`src/rtl/vec_stream_engine.sv`:
```
// Stimulus/response engine for combinational benchmark aging runs: applies a table
// of input vectors at a programmable settle interval, checks and MISR-compacts responses.
module vec_stream_engine #(
  parameter int               IN_W  = 41,
  parameter int               OUT_W = 32,
  parameter int               DEPTH = 8,
  parameter int               AW    = $clog2(DEPTH),
  parameter int               SW    = 8,
  parameter int               CW    = 16,
  parameter logic [OUT_W-1:0] POLY  = 32'h04C11DB7
) (
  input  logic             clk,
  input  logic             rst,
  input  logic             ld_we,
  input  logic [AW-1:0]    ld_addr,
  input  logic [IN_W-1:0]  ld_vec,
  input  logic [OUT_W-1:0] ld_exp,
  input  logic [OUT_W-1:0] ld_mask,
  input  logic             start,
  input  logic             stop,
  input  logic             loop_en,
  input  logic [AW:0]      num_vec,
  input  logic [SW-1:0]    settle,
  output logic [IN_W-1:0]  dut_in,
  input  logic [OUT_W-1:0] dut_out,
  output logic             busy,
  output logic             done,
  output logic             cap_valid,
  output logic [OUT_W-1:0] cap_data,
  output logic [AW-1:0]    cap_idx,
  output logic [CW-1:0]    err_cnt,
  output logic [CW-1:0]    pass_cnt,
  output logic [OUT_W-1:0] signature
);

  typedef enum logic [1:0] {S_IDLE, S_RUN, S_DONE} state_t;

  localparam logic [AW:0] DEPTH_V = (AW+1)'(DEPTH);

  logic [IN_W-1:0]  vec_mem  [DEPTH];
  logic [OUT_W-1:0] exp_mem  [DEPTH];
  logic [OUT_W-1:0] mask_mem [DEPTH];

  state_t           state_q, state_d;
  logic [AW-1:0]    idx_q, idx_d;
  logic [AW:0]      num_q, num_d;
  logic [SW-1:0]    cnt_q, cnt_d;
  logic [SW-1:0]    period_q, period_d;
  logic             loop_q, loop_d;
  logic             fin_q, fin_d;
  logic [IN_W-1:0]  dut_in_q, dut_in_d;
  logic             cap_valid_q, cap_valid_d;
  logic [OUT_W-1:0] cap_data_q, cap_data_d;
  logic [AW-1:0]    cap_idx_q, cap_idx_d;
  logic [CW-1:0]    err_q, err_d;
  logic [CW-1:0]    pass_q, pass_d;
  logic [OUT_W-1:0] sig_q, sig_d;

  logic [AW-1:0]    idx_inc;
  logic [AW:0]      last_idx;
  logic [SW-1:0]    settle_m1;
  logic [AW:0]      num_clamp;
  logic             miss;

  // Table is write-only from the load port and never reset.
  always_ff @(posedge clk) begin
    if (ld_we && (state_q != S_RUN) && ({1'b0, ld_addr} < DEPTH_V)) begin
      vec_mem[ld_addr]  <= ld_vec;
      exp_mem[ld_addr]  <= ld_exp;
      mask_mem[ld_addr] <= ld_mask;
    end
  end

  assign idx_inc   = idx_q + 1'b1;
  assign last_idx  = num_q - 1'b1;
  assign settle_m1 = (settle == '0) ? '0 : settle - 1'b1;
  assign num_clamp = (num_vec > DEPTH_V) ? DEPTH_V : num_vec;
  assign miss      = |((dut_out ^ exp_mem[idx_q]) & mask_mem[idx_q]);

  always_comb begin
    state_d     = state_q;
    idx_d       = idx_q;
    num_d       = num_q;
    cnt_d       = cnt_q;
    period_d    = period_q;
    loop_d      = loop_q;
    fin_d       = fin_q;
    dut_in_d    = dut_in_q;
    cap_valid_d = 1'b0;
    cap_data_d  = cap_data_q;
    cap_idx_d   = cap_idx_q;
    err_d       = err_q;
    pass_d      = pass_q;
    sig_d       = sig_q;
    case (state_q)
      S_IDLE, S_DONE: begin
        if (start) begin
          err_d  = '0;
          pass_d = '0;
          sig_d  = '0;
          if (num_vec == '0) begin
            state_d = S_DONE;
          end else begin
            state_d  = S_RUN;
            loop_d   = loop_en;
            num_d    = num_clamp;
            period_d = settle_m1;
            cnt_d    = settle_m1;
            idx_d    = '0;
            fin_d    = 1'b0;
            dut_in_d = vec_mem[0];
          end
        end
      end
      S_RUN: begin
        // fin_q marks the cycle between the final sample and DONE.
        if (stop) begin
          state_d = S_IDLE;
        end else if (fin_q) begin
          state_d = S_DONE;
        end else if (cnt_q == '0) begin
          cap_valid_d = 1'b1;
          cap_data_d  = dut_out;
          cap_idx_d   = idx_q;
          if (miss && (err_q != '1)) err_d = err_q + 1'b1;
          sig_d = {sig_q[OUT_W-2:0], 1'b0} ^ (sig_q[OUT_W-1] ? POLY : '0) ^ dut_out;
          cnt_d = period_q;
          if ({1'b0, idx_q} == last_idx) begin
            if (pass_q != '1) pass_d = pass_q + 1'b1;
            if (loop_q) begin
              idx_d    = '0;
              dut_in_d = vec_mem[0];
            end else begin
              fin_d = 1'b1;
            end
          end else begin
            idx_d    = idx_inc;
            dut_in_d = vec_mem[idx_inc];
          end
        end else begin
          cnt_d = cnt_q - 1'b1;
        end
      end
      default: state_d = S_IDLE;
    endcase
  end

  always_ff @(posedge clk or posedge rst) begin
    if (rst) begin
      state_q     <= S_IDLE;
      idx_q       <= '0;
      num_q       <= '0;
      cnt_q       <= '0;
      period_q    <= '0;
      loop_q      <= 1'b0;
      fin_q       <= 1'b0;
      dut_in_q    <= '0;
      cap_valid_q <= 1'b0;
      cap_data_q  <= '0;
      cap_idx_q   <= '0;
      err_q       <= '0;
      pass_q      <= '0;
      sig_q       <= '0;
    end else begin
      state_q     <= state_d;
      idx_q       <= idx_d;
      num_q       <= num_d;
      cnt_q       <= cnt_d;
      period_q    <= period_d;
      loop_q      <= loop_d;
      fin_q       <= fin_d;
      dut_in_q    <= dut_in_d;
      cap_valid_q <= cap_valid_d;
      cap_data_q  <= cap_data_d;
      cap_idx_q   <= cap_idx_d;
      err_q       <= err_d;
      pass_q      <= pass_d;
      sig_q       <= sig_d;
    end
  end

  assign busy      = (state_q == S_RUN);
  assign done      = (state_q == S_DONE);
  assign dut_in    = dut_in_q;
  assign cap_valid = cap_valid_q;
  assign cap_data  = cap_data_q;
  assign cap_idx   = cap_idx_q;
  assign err_cnt   = err_q;
  assign pass_cnt  = pass_q;
  assign signature = sig_q;

endmodule

```
`config.mk`:
```
export PLATFORM = sky130hd
export DESIGN_NAME = vec_stream_engine
export DESIGN_NICKNAME = d
export VERILOG_FILES = /design/src/rtl/vec_stream_engine.sv
export SDC_FILE = /design/constraint.sdc
export NUM_CORES = 1
export LEC_CHECK = 0
export BUFFER_PORTS_ARGS = -buffer_cell sky130_fd_sc_hd__buf_4
export CAP_MARGIN = 25
export CORE_ASPECT_RATIO = 1.1
export CORE_MARGIN = 4
export CORE_UTILIZATION = 35
export CTS_CLUSTER_SIZE = 28
export DETAILED_ROUTE_END_ITERATION = 8
export PLACE_DENSITY = 0.59
export SETUP_SLACK_MARGIN = 0.5
export SYNTH_ARGS = -nofsm -noshare
export SYNTH_HDL_FRONTEND = slang
export SYNTH_SLANG_ARGS = --single-unit
```
`constraint.sdc`:
```
create_clock -name clk -period 15.8 [get_ports clk]
set_input_delay 0 -clock clk [delete_from_list [all_inputs] [get_ports clk]]
set_output_delay 0 -clock clk [all_outputs]
set_load 0.01 [all_outputs]
```
==> results.py, run 1 <==
metrics = {
    "status": {
        "outcome": "finished clean",
    },
    "final_layout": {
        "final_layout_size_suffix_gt1_share_pct": 22.9,
        "areaGrowthSynthToFinish_pct": 22.9,
        "design_area_mm2": 0.0497,
        "fin_nets": 3056,
        "final_common_cell": "edfxtp_1",
        "final_cell_mix": "840 x edfxtp_1, 322 x buf_4, 172 x xor2_1, 169 x dlygate4sd3_1, 166 x dfrtp_1",
    },
    "worst_setup_path": {
        "cp_num_buf_inv": 5,
        "reg2reg_slack_ps": 10450,
        "worstSetupStartpointType": "register",
        "crit_start": "idx_q[0]",
        "crit_path_max_fanout": 51,
        "crit_family": "buffers and inverters",
        "slowest_delay_ps": 840,
        "rr_endpoint": "err_cnt[1]",
        "critical_path.cell_chain": "buf_4 -> buf_4 -> buf_16 -> buf_4 -> mux4_2 -> xor2_1 -> a22oi_1 -> o2111ai_1 -> nand4bb_1 -> o31ai_4 -> buf_8 -> mux2_2 -> nand2_1",
        "reg2reg_from": "idx_q[0]",
        "critPathRequiredTime_ps": 16420,
        "worstSetupEndpointType": "register",
        "critPathMostFrequentCell": "buf_4",
        "cp.arrival_ps": 5980,
        "crit_slowest_cell": "dfrtp_4",
        "ff2ff_path_depth": 13,
        "worstSetupPathType": "register to register",
    },
    "placement": {
        "place.gp.congestion": 0.808,
        "io_buffers": 300,
        "place_worst_setup_slack_ps": 9980,
        "dp_hpwl_mm": 65.1,
        "placed_cell_area_mm2": 0.0443,
    },
    "detailed_routing": {
        "detail-route-antenna-nets": 0,
        "vias_per_cell": 5.17,
        "drtIter0Drc": 1981,
        "wire_per_inst_um": 23.9,
        "drt-total-wl_mm": 108,
        "first_pass_iters": 7,
        "drcViolationCount": 0,
        "vias": 23300,
    },
    "timing": {
        "clock_skew_ps": 36.5,
        "slew-limit-headroom_pct": 31.8,
        "fin_crit_sh_pct": 33.9,
        "hold_viol": 0,
        "finalSetupTns_ps": 0,
        "worst_pin_slew_ps": 1020,
        "post-route-min-period_ps": 5350,
        "fmax_mhz": 187,
        "setup_viol": 0,
        "rsz0062_at_grt": "no",
        "layout_setup_ws_ps": 10450,
        "drv_slew": 0,
    },
    "synth": {
        "async_flop_share_pct": 16.7,
        "synthFlopType": "edfxtp_1",
        "yosysUniqueCellTypes": 74,
        "synth_edf_count": 840,
        "syn_nets": 2584,
        "avgSynthCellArea_um2": 16.7,
        "synthCells": 2419,
        "ys_warn_count": 0,
        "yosysSeqAreaShare_pct": 72.8,
        "synth-seq-cells": 1008,
        "netlist_area_mm2": 0.0404,
    },
    "clocking": {
        "cts_buffers": 108,
        "post_cts_buffers": 0,
        "cts_tree": "yes",
        "clk_pin_slew_ps": 60,
        "cts_max_level": 3,
        "insertion_delay_ps": 690,
        "cts_resized": 0,
        "root_buffer": "clkbuf_16",
        "clkSinkCount": 1008,
        "clockBufferDepth": 3,
    },
    "global_routing": {
        "grt_max_degree": 106,
        "met2_usage_pct": 29.6,
        "antenna_found_initial": 11,
        "grt_overflow": 0,
        "use_met1_pct": 22.7,
        "grt.total_usage_pct": 17.4,
        "global_route.usage.met3_pct": 3.96,
        "top_usage_layer": "met2",
        "first_global_vias": 23900,
        "grt_pass1_wl_mm": 158,
    },
    "job": {
        "maxCapViolCount": 0,
    },
    "floorplanning": {
        "die_h_um": 364,
        "die_area_mm2": 0.121,
        "num_rows": 130,
        "die_x_um": 332,
        "core_region_area_mm2": 0.115,
        "initial_core_util_pct": 35.3,
        "io_pins": 301,
    },
    "hold_path": {
        "min_path_cells": 3,
        "holdPathEnd": "mask_mem[4][22]",
        "hold_path.startpoint": "ld_addr[1]",
        "worstHoldPathType": "input port to register",
    },
    "pwr": {
        "worst_ir_drop_vdd_uv": 110,
        "power_density_mw_per_mm2": 129,
        "p_leak_nw": 17.4,
    },
}
[final cells by class]
cell class	instances	area, um2
Fill cell	10200	64800
Sequential cell	1008	29400
Multi-Input combinational cell	1243	10300
Timing Repair Buffer	501	4300
Clock buffer	144	3060
Tap cell	1518	1900
Clock inverter	57	544
Inverter	29	116
Antenna cell	6	15.0
[metrics by stage]
stage               util, %  power (mW)  instances  hold WS, ps
floorplan                 -        3.53       2419         98.9
global placement       38.7        3.86       4126          120
detailed placement     38.7        3.88       4126          119
CTS                    43.3        6.47       4496         40.7
global route           43.4        6.65       4501         77.9
finish                 43.4        6.39       4506         70.5
[metal layers]
layer / share of wire, % / vias to the layer above
met5: 0.064 / -
li1: - / 10300
met4: 2.5 / 10
met1: 42 / 12000
met2: 49 / 782
met3: 6.7 / 158
[sequential cells by signal (all words and copies together) (netlist names)]
signal / count
cap_valid: 1
dut_in: 41
idx_q: 3
fin_q: 1
num_q: 4
cap_idx: 3
err_cnt: 16
state_q: 2
loop_q: 1
cap_data: 32
cnt_q: 8
mask_mem: 256
pass_cnt: 16
exp_mem: 256
signature: 32
period_q: 8
vec_mem: 328
[worst max-delay path by stage]
stage	endpoint	slack (ps)	cells after the start
global route	err_cnt[1]	10020	13
CTS	err_cnt[9]	9940	11
global placement	err_cnt[1]	10100	11
floorplan	exp_mem[2][0]	3260	4
finish	err_cnt[1]	10450	13
detailed placement	err_cnt[9]	9980	11
[cells in the mapped netlist, types with 29 or more instances]
cell type | instances | area share (%)
nand2_1 | 147 | 1.4
buf_2 | 29 | 0.36
dfrtp_1 | 168 | 10
mux2i_1 | 78 | 1.9
mux4_2 | 114 | 6.4
edfxtp_1 | 840 | 62
o21ai_0 | 77 | 0.95
nor2_1 | 110 | 1.0
clkbuf_1 | 75 | 0.70
mux2_2 | 40 | 1.1
nand3_1 | 60 | 0.74
a21oi_1 | 86 | 1.1
o31ai_1 | 45 | 0.84
xnor2_1 | 44 | 0.95
xor2_1 | 173 | 3.7
[cell families (layout without fill, tap and decap cells)]
| logic type | count (synthesis) | count (layout) | synth area share (%) |
|---|---|---|---|
| flip-flops | 1008 | 1008 | 72.8 |
| AND/OR/NAND/NOR | 444 | 444 | 5.26 |
| AO/OA/AOI/OAI | 342 | 342 | 5.64 |
| multiplexers | 233 | 233 | 9.43 |
| XOR/XNOR | 217 | 217 | 4.70 |
| buffers and inverters | 168 | 731 | 1.96 |
| adder cells (fa/ha/maj) | 7 | 7 | 0.217 |
| other | 0 | 6 | 0 |
[timing repair]
action	4_1_cts	5_1_grt
hold buffers	169	0
hold endpoints to repair	1027	0
endpoints found under the setup margin	0	0
[report_power, final]
part | leakage [nW] | switching, mW | total (mW) | internal [mW]
Sequential | 9.80 | 0.121 | 3.15 | 3.03
Clock | 1.79 | 1.02 | 2.52 | 1.51
Combinational | 5.76 | 0.397 | 0.711 | 0.314
[worst register-to-register path, stage by stage, from the launching register on]
cell       delay (ps)
dfrtp_4           840
buf_4             810
buf_4             460
buf_16            290
buf_4             720
mux4_2            640
xor2_1            160
a22oi_1           160
o2111ai_1         130
nand4bb_1         300
o31ai_4           110
buf_8             230
mux2_2            370
nand2_1            60
No activity file was read; power rests on OpenSTA's default activity.
==> run 2, diff against run 1 <==
--- a/config.mk
+++ b/config.mk
@@ -5,6 +5,7 @@
 export SDC_FILE = /design/constraint.sdc
 export NUM_CORES = 1
 export LEC_CHECK = 0
+export ABC_AREA = 1
 export BUFFER_PORTS_ARGS = -buffer_cell sky130_fd_sc_hd__buf_4
 export CAP_MARGIN = 25
 export CORE_ASPECT_RATIO = 1.1
==> constraint.sdc (replaced) <==
create_clock -name clk -period 5.4 [get_ports clk]
set_input_delay 0 -clock clk [delete_from_list [all_inputs] [get_ports clk]]
set_output_delay 0 -clock clk [all_outputs]
set_load 0.01 [all_outputs]
==> run 2 against run 1 <==
The run now ends with negative hold slack left. Design area increased by 2.3%. Global-route usage is 0.93 points higher. Largest power group unchanged. Utilization shrank 0.33 points.
==> results.py, run 2 <==
metrics = {
    "pwr": {
        "seqPwrFrac_pct": 39.6,
        "clock_power_share_pct": 29.3,
        "switching_power_mw": 8.41,
        "p_leak_nw": 19.5,
        "worst_ir_drop_vdd_uv": 378,
        "p_int_mw": 15.5,
        "swShare_pct": 35.2,
        "p_comb_share_pct": 31.0,
        "power_density_mw_per_mm2": 470,
    },
    "synth": {
        "syn_nets": 3876,
        "synth.area.top_cells": "edfxtp_1 60%, dfrtp_1 10%, nand2_1 7.8%",
        "synthFlopType": "edfxtp_1",
        "synthCells": 3711,
        "synth_commonest_cells": "872 x nand2_1, 840 x edfxtp_1, 360 x o21ai_0, 355 x nor2_1, 250 x nand3_1",
        "avgSynthCellArea_um2": 11.3,
        "synth_top_area_share_pct": 60.4,
        "synth_area_leader_cell": "edfxtp_1",
        "synth.most_common_cell": "nand2_1",
        "yosysSeqAreaShare_pct": 70.5,
        "async_flop_share_pct": 16.7,
        "synth_edf_count": 840,
        "yosysUniqueCellTypes": 44,
        "synth-seq-cells": 1008,
        "netlist_area_mm2": 0.0418,
        "ys_warn_count": 0,
    },
    "final_layout": {
        "areaGrowthSynthToFinish_pct": 21.8,
        "fin_nets": 4311,
        "top_register": "vec_mem",
        "fin_cells": 5784,
        "final_layout_size_suffix_gt1_share_pct": 12.4,
        "final_cell_mix": "872 x nand2_1, 840 x edfxtp_1, 360 x o21ai_0, 347 x nor2_1, 322 x buf_4",
        "final_common_cell": "nand2_1",
        "design_area_mm2": 0.0509,
        "post-route-util_pct": 43.1,
        "reg_top3": "vec_mem x328, exp_mem x256, mask_mem x256",
        "largest_register_ffs": 328,
    },
    "detailed_routing": {
        "detail-route-antenna-nets": 0,
        "wire_per_inst_um": 20.3,
        "drt-total-wl_mm": 117,
        "vias_per_cell": 5.03,
        "first_pass_iters": 6,
        "drtIter0Drc": 2344,
        "met1Wirelength_mm": 51.5,
        "wl_met3_mm": 8.71,
        "top_layer": "met5",
        "drcViolationCount": 0,
        "wl_met2_mm": 54.1,
        "vias": 29100,
    },
    "timing": {
        "drv_slew": 0,
        "slew-limit-headroom_pct": 33.9,
        "hold_slack_ps": -35.7,
        "clock_skew_ps": 23.7,
        "post-route-min-period_ps": 4010,
        "worst_pin_slew_ps": 991,
        "layout_setup_ws_ps": 1390,
        "fin_crit_sh_pct": 74.2,
        "rsz0062_at_grt": "no",
        "hold_viol": 25,
        "fmax_mhz": 250,
        "setup_viol": 0,
    },
    "worst_setup_path": {
        "crit_path_max_fanout": 132,
        "cp.arrival_ps": 4610,
        "crit_family": "buffers and inverters",
        "worstSetupPathType": "register to register",
        "cp_num_buf_inv": 3,
        "crit_slowest_cell": "buf_4",
        "slowest_delay_ps": 780,
        "worstSetupStartpointType": "register",
        "critical_path.cell_chain": "inv_8 -> buf_4 -> buf_4 -> o21ai_0 -> o221ai_1 -> o21ai_0 -> nand2_1 -> o21ai_0 -> o21ai_0",
        "critPathMostFrequentCell": "o21ai_0",
        "critPathRequiredTime_ps": 6000,
        "worstSetupEndpointType": "register",
    },
    "clocking": {
        "clockBufferDepth": 3,
        "cts_tree": "yes",
        "clk_pin_slew_ps": 60,
        "cts_buffers": 106,
        "post_cts_buffers": 0,
        "insertion_delay_ps": 670,
        "cts_max_level": 3,
        "clkSinkCount": 1008,
        "root_buffer": "clkbuf_16",
    },
    "placement": {
        "place_worst_setup_slack_ps": 1330,
        "dp_hpwl_mm": 66.9,
        "placed_cell_area_mm2": 0.0457,
        "dp.cells": 5399,
        "io_buffers": 300,
        "place.gp.congestion": 0.819,
    },
    "floorplanning": {
        "initial_core_util_pct": 35.4,
        "core_region_area_mm2": 0.118,
        "die_area_mm2": 0.125,
        "die_x_um": 337,
        "num_rows": 132,
        "io_pins": 301,
        "die_h_um": 370,
    },
    "global_routing": {
        "grt_overflow": 0,
        "antenna_found_initial": 24,
        "first_global_vias": 27800,
        "grt.total_usage_pct": 18.3,
        "grt_max_degree": 189,
        "grt_pass1_wl_mm": 173,
    },
    "status": {
        "violations": "negative hold slack",
        "outcome": "complete, but fails checks",
    },
    "job": {
        "maxCapViolCount": 0,
    },
    "hold_path": {
        "worstHoldPathType": "input port to asynchronous set/reset pin",
    },
}
-- run 2: cell count changes after synthesis, moves of 40 or more --
cell	before	now
nand2_1	147	872
o21ai_0	77	360
nor2_1	110	355
inv_1	28	221
nand3_1	60	250
xor2_1	173	22
mux4_2	114	0
mux2i_1	78	0
a21oi_1	86	143
buf_2	29	74
o22ai_1	3	48
o21ai_1	2	45
o221ai_1	0	41
mux2_2	40	0
-- run 2: cells by family (layout without fill, tap and decap cells) --
logic type | after synthesis | in the layout | synth area share [%]
other cells | 0 | 11 | 0
flops | 1008 | 1008 | 70.5
compound gates | 701 | 701 | 9.29
fa+ha+maj | 7 | 7 | 0.210
simple gates | 1514 | 1514 | 14.6
xor+xnor | 57 | 57 | 1.20
buf+inv | 424 | 945 | 4.25
-- run 2: worst min-delay path, stage by stage --
cell and delay [ps]:
dlygate4sd3_1 540, buf_4 160, inv_8 430
-- run 2: path summary, 6_finish.rpt --
check | slack (ps) | end | cells past startpoint | startpoint
worst max register to register | 1390 | dut_in[14] | 9 | idx_q[0]
worst min register to register | 490 | loop_q | 2 | loop_q
worst min-delay path | -40 | signature[9] | 3 | rst
worst max-delay path | 1390 | dut_in[14] | 9 | idx_q[0]
max in group asynchronous | 4090 | err_cnt[8] | 4 | rst
min in group clk | 90 | vec_mem[0][14] | 2 | ld_vec[14]
-- run 2: layer usage --
| layer | up-vias | GRT usage [%] |
|---|---|---|
| met5 | - | 0 |
| met4 | 10 | 5.41 |
| met3 | 187 | 4.17 |
| met2 | 897 | 29.7 |
| met1 | 14200 | 24.7 |
| li1 | 13800 | - |
-- run 2: area by class of cell --
class                           count  area, um2
Clock buffer                      156       3010
Inverter                          230        881
Sequential cell                  1008      29400
Multi-Input combinational cell   2279      10600
Tap cell                         1541       1930
Clock inverter                     38        329
Antenna cell                       11       27.5
Timing Repair Buffer              521       4620
Fill cell                       10900      67200
-- run 2: power by group through the flow --
stage               Clock [mW]  Combinational (mW)  Sequential, mW
finish                    7.02                7.42            9.47
detailed placement           0                7.34            9.61
global route              7.50                8.36            9.53
CTS                       7.18                7.51            9.47
global placement             0                7.24            9.62
floorplan                    0                4.93            9.51
-- run 2: what timing repair did --
action | CTS | global route
endpoints found under the hold margin | 1018 | 0
resized for setup | 0 | 0
hold buffers | 179 | 0
-- run 2: metrics by stage --
stage                     hold slack, ps  power (mW)  setup TNS, ps
after global placement               177        16.9              0
after global routing                1.37        25.4              0
after CTS                           3.48        24.1              0
after detailed placement             179        17.0              0
after floorplan                     98.9        14.4        -458950
final                              -35.7        23.9              0
